==> src/rtl/spi_rx.sv <==
// SPI receive deserialiser: synchronises sclk/cs/mosi, frames on active-low cs, shifts LSB first
// on falling sclk and queues good words in a small FIFO. Optional error counter: SPI_RX_ERR_CNT_EN.
module spi_rx #(
    parameter int DW         = 12,
    parameter int LEAD_BITS  = 1,
    parameter int FIFO_DEPTH = 4
) (
    input  logic          clk,
    input  logic          rst_n,
    input  logic          sclk,
    input  logic          cs,
    input  logic          mosi,
    output logic [DW-1:0] rx_data,
    output logic          rx_valid,
    input  logic          rx_ready,
    output logic          busy,
    output logic          frame_err,
    output logic [7:0]    err_cnt
);
    localparam int AW = $clog2(FIFO_DEPTH);
    localparam int BW = (DW > 1) ? $clog2(DW) : 1;
    localparam int LW = $clog2(LEAD_BITS + 2);
    localparam logic [BW-1:0] BIT_LAST  = BW'(DW - 1);
    localparam logic [LW-1:0] LEAD_LAST = LW'((LEAD_BITS > 0) ? LEAD_BITS - 1 : 0);
    localparam logic [AW:0]   DEPTH_P   = (AW + 1)'(FIFO_DEPTH);

    typedef enum logic [1:0] {IDLE, LEAD, SHIFT, TAIL} state_t;

    logic sclk_m_q, sclk_s_q, sclk_d_q;
    logic cs_m_q, cs_s_q, cs_d_q;
    logic mosi_m_q, mosi_s_q;
    logic [1:0] warm_q, warm_d;
    logic armed_q, armed_d;

    state_t          state_q, state_d;
    logic [LW-1:0]   lead_cnt_q, lead_cnt_d;
    logic [BW-1:0]   bitcnt_q, bitcnt_d;
    logic [DW-1:0]   shreg_q, shreg_d;
    logic            tail_seen_q, tail_seen_d;
    logic            long_q, long_d;
    logic            frame_err_q, frame_err_d;

    logic [DW-1:0]   mem_q [FIFO_DEPTH];
    logic [AW:0]     wr_ptr_q, wr_ptr_d, rd_ptr_q, rd_ptr_d, count;
    logic            fall, cs_fall, cs_rise;
    logic            push_req, reject, full, pop, push_ok, drop, err_evt;

    always_ff @(posedge clk or negedge rst_n) begin
        if (!rst_n) begin
            {sclk_m_q, sclk_s_q, sclk_d_q} <= 3'b000;
            {cs_m_q, cs_s_q, cs_d_q}       <= 3'b111;
            {mosi_m_q, mosi_s_q}           <= 2'b00;
        end else begin
            {sclk_m_q, sclk_s_q, sclk_d_q} <= {sclk, sclk_m_q, sclk_s_q};
            {cs_m_q, cs_s_q, cs_d_q}       <= {cs, cs_m_q, cs_s_q};
            {mosi_m_q, mosi_s_q}           <= {mosi, mosi_m_q};
        end
    end

    assign fall    = sclk_d_q & ~sclk_s_q;
    assign cs_fall = cs_d_q & ~cs_s_q;
    assign cs_rise = ~cs_d_q & cs_s_q;

    // A frame may only start once cs_s has been seen high on real pin samples after reset,
    // so a cs held low across reset release does not open a frame.
    always_comb begin
        warm_d  = (warm_q == 2'd2) ? warm_q : warm_q + 2'd1;
        armed_d = armed_q | ((warm_q == 2'd2) & cs_s_q);
    end

    always_comb begin
        state_d     = state_q;
        lead_cnt_d  = lead_cnt_q;
        bitcnt_d    = bitcnt_q;
        shreg_d     = shreg_q;
        tail_seen_d = tail_seen_q;
        long_d      = long_q;
        push_req    = 1'b0;
        reject      = 1'b0;
        case (state_q)
            IDLE: begin
                if (cs_fall && armed_q) begin
                    lead_cnt_d  = '0;
                    bitcnt_d    = '0;
                    tail_seen_d = 1'b0;
                    long_d      = 1'b0;
                    state_d     = (LEAD_BITS == 0) ? SHIFT : LEAD;
                end
            end
            LEAD: begin
                if (cs_rise) begin
                    reject  = 1'b1;
                    state_d = IDLE;
                end else if (fall) begin
                    lead_cnt_d = lead_cnt_q + LW'(1);
                    if (lead_cnt_q == LEAD_LAST) state_d = SHIFT;
                end
            end
            SHIFT: begin
                if (cs_rise) begin
                    reject  = 1'b1;
                    state_d = IDLE;
                end else if (fall) begin
                    shreg_d[bitcnt_q] = mosi_s_q;
                    bitcnt_d          = bitcnt_q + BW'(1);
                    if (bitcnt_q == BIT_LAST) state_d = TAIL;
                end
            end
            TAIL: begin
                // A long frame was already reported at its second tail fall; cs_rise just discards.
                if (cs_rise) begin
                    push_req = ~long_q;
                    state_d  = IDLE;
                end else if (fall && !long_q) begin
                    if (tail_seen_q) begin
                        long_d = 1'b1;
                        reject = 1'b1;
                    end else begin
                        tail_seen_d = 1'b1;
                    end
                end
            end
            default: state_d = IDLE;
        endcase
    end

    always_comb begin
        count       = wr_ptr_q - rd_ptr_q;
        rx_valid    = (count != '0);
        full        = (count == DEPTH_P);
        pop         = rx_valid & rx_ready;
        push_ok     = push_req & (~full | pop);
        drop        = push_req & full & ~pop;
        err_evt     = reject | drop;
        frame_err_d = err_evt;
        wr_ptr_d    = wr_ptr_q + (AW + 1)'(push_ok);
        rd_ptr_d    = rd_ptr_q + (AW + 1)'(pop);
    end

    always_ff @(posedge clk or negedge rst_n) begin
        if (!rst_n) begin
            warm_q      <= '0;
            armed_q     <= 1'b0;
            state_q     <= IDLE;
            lead_cnt_q  <= '0;
            bitcnt_q    <= '0;
            shreg_q     <= '0;
            tail_seen_q <= 1'b0;
            long_q      <= 1'b0;
            frame_err_q <= 1'b0;
            wr_ptr_q    <= '0;
            rd_ptr_q    <= '0;
        end else begin
            warm_q      <= warm_d;
            armed_q     <= armed_d;
            state_q     <= state_d;
            lead_cnt_q  <= lead_cnt_d;
            bitcnt_q    <= bitcnt_d;
            shreg_q     <= shreg_d;
            tail_seen_q <= tail_seen_d;
            long_q      <= long_d;
            frame_err_q <= frame_err_d;
            wr_ptr_q    <= wr_ptr_d;
            rd_ptr_q    <= rd_ptr_d;
        end
    end

    // When full and popping in the same cycle, the write slot equals the slot being freed.
    always_ff @(posedge clk or negedge rst_n) begin
        if (!rst_n) begin
            for (int i = 0; i < FIFO_DEPTH; i++) mem_q[i] <= '0;
        end else if (push_ok) begin
            mem_q[wr_ptr_q[AW-1:0]] <= shreg_q;
        end
    end

    assign rx_data   = mem_q[rd_ptr_q[AW-1:0]];
    assign busy      = (state_q != IDLE);
    assign frame_err = frame_err_q;

`ifdef SPI_RX_ERR_CNT_EN
    logic [7:0] err_cnt_q, err_cnt_d;
    always_comb err_cnt_d = (err_evt && err_cnt_q != 8'hFF) ? err_cnt_q + 8'd1 : err_cnt_q;
    always_ff @(posedge clk or negedge rst_n) begin
        if (!rst_n) err_cnt_q <= 8'h00;
        else        err_cnt_q <= err_cnt_d;
    end
    assign err_cnt = err_cnt_q;
`else
    assign err_cnt = 8'h00;
`endif

endmodule

==> config.mk <==
export PLATFORM = sky130hd
export DESIGN_NAME = spi_rx
export DESIGN_NICKNAME = d
export VERILOG_FILES = /design/src/rtl/spi_rx.sv
export SDC_FILE = /design/constraint.sdc
export NUM_CORES = 1
export LEC_CHECK = 0
export ABC_AREA = 1
export ABC_CLOCK_PERIOD_IN_PS = 2200
export CORE_UTILIZATION = 53
export CTS_CLUSTER_SIZE = 25
export DETAILED_ROUTE_END_ITERATION = 7
export PLACE_DENSITY = 0.76
export SKIP_LAST_GASP = 1
export SLEW_MARGIN = 15
export SYNTH_ARGS = -nofsm -noshare
export SYNTH_HDL_FRONTEND = slang
export SYNTH_SLANG_ARGS = --single-unit
==> constraint.sdc <==
create_clock -name clk -period 2.2 [get_ports clk]
set_input_delay 0.44 -clock clk [delete_from_list [all_inputs] [get_ports clk]]
set_output_delay 0.44 -clock clk [all_outputs]
set_load 0.005 [all_outputs]
[After elaboration in Yosys (flattened, before gate mapping)]
Index checks and enable logic that the tools add are counted.
Storage, ports and cells
  bits in registers: 88
  input port bits: 6
  logic and storage cells: 133
Cells by class
  $add $sub $neg: 6
  order comparisons: 5
  equal/unequal tests: 19
  mux-type cells: 41
  bitwise gates (word level): 20
  reductions and logical operators: 19
Operators with widths (number)
  $bwmux 48: 1
  $mux 12: 3
  $bmux 12 s2: 1
  $demux 12 s2: 1
  $mux 2: 11
  $ne 2x2->1 const B: 9
  $mux 1: 13
  $bwmux 12: 1
  $mux 4: 3
  $ne 3x3->1 const B: 4
  $reduce_and 4->1: 3
  $and 1x1->1: 8
  $pmux 2 s4: 1
  $pmux 4 s2: 1
  $reduce_bool 2->1: 4
  $not 1->1: 7
  $add 3x1->3: 2
  $eq 2x2->1 const B: 3
  $ge 3x3->1 const B: 2
  $not 2->3: 2
  $pmux 1 s2: 3
  $reduce_and 6->1: 1
  $lt 4x5->1 const B: 1
  $reduce_and 5->1: 1
  other kinds (17): 24

[Longest topological paths before layout]
Gate-level depths: netlist of the first run.
  depth in word-level cells: 7
  gate-level depth with buffers: 13

[Least setup slack after synthesis of the first run]
No wires, ideal clock.
  kind: flip-flop to flip-flop
  start point: register rd_ptr_q[1]
  end point: register wr_ptr_q[2]
  setup time: 0.124 ns
  data arrival time: 2.079 ns
  path slack: -0.003 ns
  stages on the path, launching flop included: 14
  buffers on the path: 2
  cells stage by stage: dfrtp_1 > inv_1 > clkbuf_1 > ha_1 > nand2_1 > nand2_1 > nand2_1 > nand3_2 > clkbuf_1 > nand2_1 > inv_1 > ha_1 > ha_1 > xor2_1
Between the ends
  cells in the longest elaborated chain, start to end: 6
  elaborated cells between the ends (all ways): 8
  those cells by class: add/sub: 2; eq/ne: 1; bitwise: 4; reduce/logical: 1
RTL lines
  from (decl): RTL line 44  | logic [AW:0] wr_ptr_q, wr_ptr_d, rd_ptr_q, rd_ptr_d, count;
  from (signal assigned): RTL line 164  | rd_ptr_q <= rd_ptr_d;
  $sub 3x3->3 *: RTL line 128  | count = wr_ptr_q - rd_ptr_q;
  $reduce_bool 3->1 or $eq 3x3->1 (tied branches): RTL line 129, 130
  $and 1x1->1 or $not 1->1 (tied branches): RTL line 131, 132
  $or 1x1->1 *: RTL line 132  | push_ok = push_req & (~full | pop);
  $and 1x1->1 *: RTL line 132
  $add 3x1->3 *: RTL line 136  | wr_ptr_d = wr_ptr_q + (AW + 1)'(push_ok);
  via wr_ptr_d[2]: RTL line 44
  to (signal assigned): RTL line 163  | wr_ptr_q <= wr_ptr_d;
  to (decl): RTL line 44
The timed path passes the listed nets; every way through them passes the cells marked *.
A chain may end at the register's enable or synchronous reset.

[Worst setup path in the final report of the first run]
  start point: register rd_ptr_q[1]
  end point: output rx_valid
Between the ends
  cells in the longest elaborated chain, start to end: 2
RTL lines
  $sub 3x3->3: RTL line 128
  $reduce_bool 3->1: RTL line 129  | rx_valid = (count != '0);
  to (decl): RTL line 14  | output logic rx_valid,
No other way between the ends.

==> results of run 1 <==
[timing repair]
item                                    CTS  global route
resized for setup                         9            25
pin swaps                                 2             7
gates cloned                              0             1
buffers inserted                          0             6
endpoints found under the setup margin   14            13
endpoints found under the hold margin    19             0
hold buffers                              1             0
[cell usage in the layout, fill, tap and decap left out, types with 2 or more instances in the layout]
| cell type | n |
|---|---|
| inv_2 | 2 |
| nand2_2 | 2 |
| ha_1 | 15 |
| dlymetal6s2s_1 | 7 |
| xor2_1 | 3 |
| buf_12 | 4 |
| clkbuf_8 | 9 |
| clkdlybuf4s50_1 | 8 |
| o21ai_1 | 4 |
| clkinv_2 | 4 |
| inv_1 | 30 |
| dfstp_2 | 3 |
| nor2_1 | 40 |
| nand2_1 | 161 |
| clkbuf_1 | 2 |
| buf_4 | 29 |
| o22ai_1 | 12 |
| nand4_1 | 49 |
| conb_1 | 8 |
| o21ai_0 | 41 |
| clkbuf_2 | 2 |
| nand3_1 | 22 |
| dfrtp_1 | 85 |
[cells by family after synthesis]
logic type / Yosys count
buffers and inverters: 67
other: 1
flip-flops: 88
adder cells (fa/ha/maj): 16
AND/OR/NAND/NOR: 280
AO/OA/AOI/OAI: 62
XOR/XNOR: 4
[routing by layer]
layer | share of wire (%) | vias to the layer above
li1 | - | 1791
met1 | 44 | 1763
met2 | 49 | 103
met3 | 5.0 | 17
met4 | 1.6 | 0
met5 | 0 | -
[cell usage after synthesis]
library cell  instances  area [um2]
nand3b_1              1        7.51
buf_4                10        75.1
nand3_2               1        10.0
a21o_1                1        7.51
dfstp_2               3        78.8
buf_2                10        50.1
nand2_2               1        6.26
clkbuf_1             13        48.8
xor2_1                3        26.3
or2_2                 1        6.26
buf_1                 1        3.75
dfrtp_1              85        2130
and2_1                1        6.26
nor3_4                1        16.3
nand3_1              22         110
nand4_1              49         307
inv_1                33         124
nor2_1               40         150
ha_1                 16         200
o21ai_0              46         230
xnor2_1               1        8.76
nor2_2                1        6.26
nand2_1             162         608
conb_1                1        3.75
o22ai_1              13        81.3
a21oi_1               2        10.0
[worst max path at each step]
stage / startpoint / end / cells past startpoint
2_1_floorplan: rd_ptr_q[1] / wr_ptr_q[2] / 12
5_1_grt: rd_ptr_q[0] / rx_data[11] / 6
4_1_cts: wr_ptr_q[1] / rx_valid / 7
3_3_place_gp: wr_ptr_q[1] / rx_valid / 6
3_5_place_dp: rd_ptr_q[1] / rx_valid / 7
6_report: rd_ptr_q[1] / rx_valid / 8
[flip-flops by register name, indices dropped and copies added (netlist names), 2 cells and up]
name	count
mem_q	48
shreg_q	12
bitcnt_q	4
rd_ptr_q	3
wr_ptr_q	3
lead_cnt_q	2
state_q	2
warm_q	2
[power by group]
part	switching, uW	leakage [uW]	internal (uW)	total, uW
sequential	104	0.00118	1750	1850
combinational	1400	0.00141	1110	2510
clock	541	0.0000968	518	1060
total	2050	0.00269	3370	5420
[final cells by class]
cell class                      count  area [um2]  share of cell area [%]
Clock buffer                       11         131                    2.61
Clock inverter                      5        50.0                   0.993
Inverter                           33         128                    2.53
Multi-Input combinational cell    370        1860                    36.9
Sequential cell                    88        2210                    43.7
Tap cell                          102         128                    2.53
Timing Repair Buffer               55         541                    10.7
[through the flow]
step                      power [uW]  hold WS (ns)  setup WS (ns)  util (%)
final                           5420         0.353         -0.114      64.6
after global routing            5770         0.367         -0.234      64.6
after CTS                       5210         0.354         -0.169      63.1
after detailed placement        4140         0.335        -0.0552      60.5
after global placement          4060         0.331         0.0266      60.5
after floorplan                 3160         0.144         0.0455         -
[worst reg2reg max path: stages, from the launching register on]
cell,delay (ns)
dfrtp_1,0.38
inv_2,0.07
ha_4,0.27
nand2_1,0.05
nand2_1,0.07
nand2_2,0.07
and2_4,0.16
buf_4,0.12
o21ai_0,0.13
inv_1,0.06
ha_1,0.18
ha_1,0.18
xor2_1,0.14
==> results.json, run 1 <==
{
  "status": "finished with violations",
  "violations": "setup timing",
  "final_cell_area_mm2": 0.00504,
  "grt_use_met3_pct": 3.65,
  "muxShareOfSynthArea_pct": 0,
  "synth_cell_types": 26,
  "synth_xor_area_share_pct": 0.813,
  "start_util_pct": 55.2,
  "antenna_found_initial": 0,
  "whs_endpoint": "mosi_s_q",
  "cp_num_buf_inv": 2,
  "avgSynthCellArea_um2": 8.32,
  "grtUsageTotal_pct": 24.2,
  "ys_seq_area_share_pct": 51.2,
  "ioPinCount": 29,
  "dr.pass1.iters": 4,
  "ant_nets": 0,
  "ys_seq_elements": 88,
  "path_max_fanout": 3,
  "cp.arrival_ns": 1.87,
  "cp_data_required_time_ns": 1.76,
  "final_hold_viol_count": 0,
  "path_cells": "inv_2 > ha_4 > nand2_1 > nand2_1 > nand2_2 > and2_4 > or2_2 > clkdlybuf4s15_1",
  "setup_slack_ns": -0.114,
  "min_period_ns": 2.31,
  "critPathCaptureType": "primary output",
  "htreeDepth": 3,
  "dieWidth_um": 92.2,
  "netlist_area_mm2": 0.00431,
  "timing_worst_setup_path_type": "reg -> out",
  "crit_family": "simple AND/OR/NAND/NOR gates",
  "setup_tns_ns": -0.417,
  "dieArea_mm2": 0.00850,
  "clkLatencyLatePin_ns": 0.36,
  "grt_pass1_wl_um": 16000,
  "synthAdderAreaFrac_pct": 4.65,
  "clock-sinks": 88,
  "coreArea_mm2": 0.00781,
  "cts_buffers": 9,
  "grt_pass1_vias": 3434,
  "cts_tree": "done",
  "rr_endpoint": "rd_ptr_q[2]",
  "clock_skew_ns": 0.0115,
  "crit_top_cell": "nand2_1",
  "netlist_instances": 518,
  "clk_path_buf_depth": 2,
  "max_stage_delay_ns": 0.38,
  "startpoint_type": "register",
  "synth-compound-area-share_pct": 7.64,
  "port_buffers": 20,
  "cts-root-buf": "clkbuf_8",
  "met1_usage_pct": 32.3,
  "gp_congestion": 0.829,
  "post-route-period-util_pct": 105,
  "power.density_mw_per_mm2": 1080,
  "crit_path_top_delay_cell": "dfrtp_1",
  "grt-busiest-layer": "met2",
  "power_leakage_uw": 0.00269,
  "setup_violations": 4,
  "clk_pin_slew_ns": 0.08,
  "grt_max_degree": 53,
  "dp_cells": 640,
  "fillers": 657,
  "wl_um": 9730,
  "stdcell_count": 664,
  "reg2reg_depth": 12,
  "reg2reg_from": "rd_ptr_q[1]",
  "num_antenna_cells": 0,
  "slew_violations": 0,
  "drive_gt1_share_pct": 12.1,
  "cap_viol_max_count": 0,
  "hold_depth": 0,
  "placed_area_mm2": 0.00472,
  "dpl.hpwl_um": 6480,
  "grt.overflow.total": 0,
  "fmax_ghz": 0.432,
  "rows": 32,
  "grt_setup_unrepaired": "true",
  "drc_errors": 0,
  "reg2reg_slack_ns": 0.21,
  "synth_top_family_by_area": "simple AND/OR/NAND/NOR gates",
  "syn_to_final_growth_pct": 17.0,
  "grt_use_met2_pct": 39.4,
  "hp-class": "reg -> reg",
  "drt_iter0_markers": 215,
  "peakVddDrop_mv": 0.711,
  "die_h_um": 92.2,
  "nets": 579,
  "hp-start": "mosi_m_q",
  "yosys_warnings": 0,
  "synthSimpleGateAreaFrac_pct": 28.6,
  "wire_per_inst_um": 14.7,
  "vias": 3674,
  "via_per_inst": 5.53
}
Power figures use the tool's default switching activity.
==> run 2, diff against run 1 <==
--- a/config.mk
+++ b/config.mk
@@ -16,3 +16,4 @@
 export SYNTH_ARGS = -nofsm -noshare
 export SYNTH_HDL_FRONTEND = slang
 export SYNTH_SLANG_ARGS = --single-unit
+export TNS_END_PERCENT = 10
==> run 2 against run 1 <==
  * Sequential power about the same
  * First-iteration DRC count shrank 14%
  * Cell area decreased by 1.2%
  * Power down 1.4%
  * Non-clock buffer count down 5
  * Clock skew is 0.0023 ns higher
  * The run still ends with setup timing left
  * Die area is the same
==> results.json, run 2 (synthesis results as in run 1) <==
{
  "via_per_inst": 5.53,
  "ioPinCount": 29,
  "path_max_fanout": 11,
  "intPower_uw": 3330,
  "pwr-share-seq_pct": 34.6,
  "timing_worst_setup_path_type": "reg -> out",
  "final_cell_mix": "nand2_1 (161), dfrtp_1 (85), nand4_1 (49), o21ai_0 (43), nor2_1 (40)",
  "critPathCaptureType": "primary output",
  "wire_per_inst_um": 14.6,
  "grt_setup_unrepaired": "true",
  "hp-class": "reg -> reg",
  "top_regs": "mem_q: 48 flops, shreg_q: 12 flops, bitcnt_q: 4 flops",
  "clk_pin_slew_ns": 0.08,
  "num_antenna_cells": 0,
  "largest_reg_flops": 48,
  "stdcell_count": 659,
  "syn_to_final_growth_pct": 15.6,
  "grt_pass1_wl_um": 16000,
  "startpoint_type": "register",
  "grt_pass1_vias": 3434,
  "drive_gt1_share_pct": 10.4,
  "min_period_ns": 2.38,
  "p_switching_uw": 2020,
  "peakVddDrop_mv": 0.652,
  "p_comb_share_pct": 45.6,
  "gp_congestion": 0.829,
  "dpl.hpwl_um": 6480,
  "grtUsageTotal_pct": 24.2,
  "final_hold_viol_count": 0,
  "dieArea_mm2": 0.00850,
  "cts_buffers": 9,
  "slew_violations": 0,
  "cts-root-buf": "clkbuf_8",
  "start_util_pct": 55.2,
  "wl_um": 9600,
  "vias": 3642,
  "clock_skew_ns": 0.0138,
  "clock-sinks": 88,
  "dieWidth_um": 92.2,
  "power.density_mw_per_mm2": 1070,
  "cp.arrival_ns": 1.94,
  "grt_max_degree": 53,
  "hold_depth": 0,
  "final_common_cell": "nand2_1",
  "setup_tns_ns": -1.61,
  "reg2reg_from": "rd_ptr_q[1]",
  "reg2reg_slack_ns": 0.18,
  "clkLatencyLatePin_ns": 0.35,
  "nets": 574,
  "cp_data_required_time_ns": 1.76,
  "p_sw_share_pct": 37.7,
  "post-place-ws_ns": -0.0552,
  "multi_input_area_mm2": 0.00185,
  "setup_violations": 13,
  "hp-start": "mosi_m_q",
  "fillers": 654,
  "die_h_um": 92.2,
  "grt_use_met3_pct": 3.65,
  "post-route-period-util_pct": 108,
  "violations": "setup timing",
  "clkPwrFrac_pct": 19.8,
  "power_leakage_uw": 0.00257,
  "cap_viol_max_count": 0,
  "whs_endpoint": "mosi_s_q",
  "reg2reg_depth": 12,
  "grt-busiest-layer": "met2",
  "fmax_ghz": 0.420,
  "drc_errors": 0,
  "seqCellArea_mm2": 0.00221,
  "largest-register": "mem_q",
  "dp_cells": 640,
  "dr.pass1.iters": 5,
  "grt.overflow.total": 0,
  "rows": 32,
  "drt_iter0_markers": 184,
  "htreeDepth": 3,
  "whs_ns": 0.353,
  "port_buffers": 20,
  "power_uw": 5350,
  "clk_path_buf_depth": 2,
  "met1_usage_pct": 32.4,
  "grt_use_met2_pct": 39.4,
  "setup_slack_ns": -0.180,
  "status": "finished with violations",
  "rr_endpoint": "rd_ptr_q[2]",
  "coreArea_mm2": 0.00781,
  "ant_nets": 0,
  "cts_tree": "done",
  "antenna_found_initial": 0
}
-- run 2: cell count changes in the layout (fill, tap and decap cells not counted), moves of 2 or more --
cell | previous run | this run
o21ai_0 | 41 | 43
clkbuf_2 | 2 | 0
buf_4 | 29 | 25
dlymetal6s2s_1 | 7 | 1
clkdlybuf4s50_1 | 8 | 16
-- run 2: worst max-delay path: stages, from the launching register on --
cell and delay [ns]:
dfrtp_1 0.38, buf_4 0.16, clkinvlp_4 0.13, clkbuf_16 0.17, o21ai_0 0.08, o22ai_1 0.12
clkdlybuf4s50_1 0.54
-- run 2: per-stage QoR --
step / utilization, % / instance area, um2
3_5_place_dp: 60.5 / 4720
4_1_cts: 63.2 / 4930
6_report: 63.8 / 4980
2_1_floorplan: - / 4340
3_3_place_gp: 60.5 / 4720
5_1_grt: 63.8 / 4980
-- run 2: layout make-up --
class	count	share of cell area (%)
flip-flops and latches	88	44.3
multi-input cells	370	37.1
repair buffers	50	9.82
clock buffers	11	2.64
inverters	33	2.56
well taps	102	2.56
clock inverters	5	1.00
-- run 2: per-layer routing --
metal | vias up | part of all wire [%]
li1 | 1784 | -
met1 | 1741 | 45
met2 | 101 | 49
met3 | 16 | 4.6
met4 | 0 | 1.8
met5 | - | 0
-- run 2: timing repair --
item / CTS / global route
setup buffers: 0 / 1
setup endpoints to repair: 14 / 14
hold buffers: 1 / 0
gates cloned: 0 / 1
pin swaps: 1 / 6
hold endpoints to repair: 19 / 0
resized for setup: 6 / 9
-- run 2: power groups by stage --
stage	Clock, uW	Combinational (uW)	Sequential [uW]
finish	1060	2440	1850
global route	1140	2690	1860
CTS	1080	2290	1850
detailed placement	0	2270	1880
global placement	0	2190	1870
floorplan	0	1280	1880
-- run 2: worst max-delay path by stage --
stage	startpoint	end	slack [ns]
after floorplan	rd_ptr_q[1]	wr_ptr_q[2]	0.05
after global placement	wr_ptr_q[1]	rx_valid	0.03
after detailed placement	rd_ptr_q[1]	rx_valid	-0.06
after CTS	rd_ptr_q[0]	rx_data[2]	-0.21
after global routing	rd_ptr_q[0]	rx_data[2]	-0.24
final	rd_ptr_q[0]	rx_data[6]	-0.18
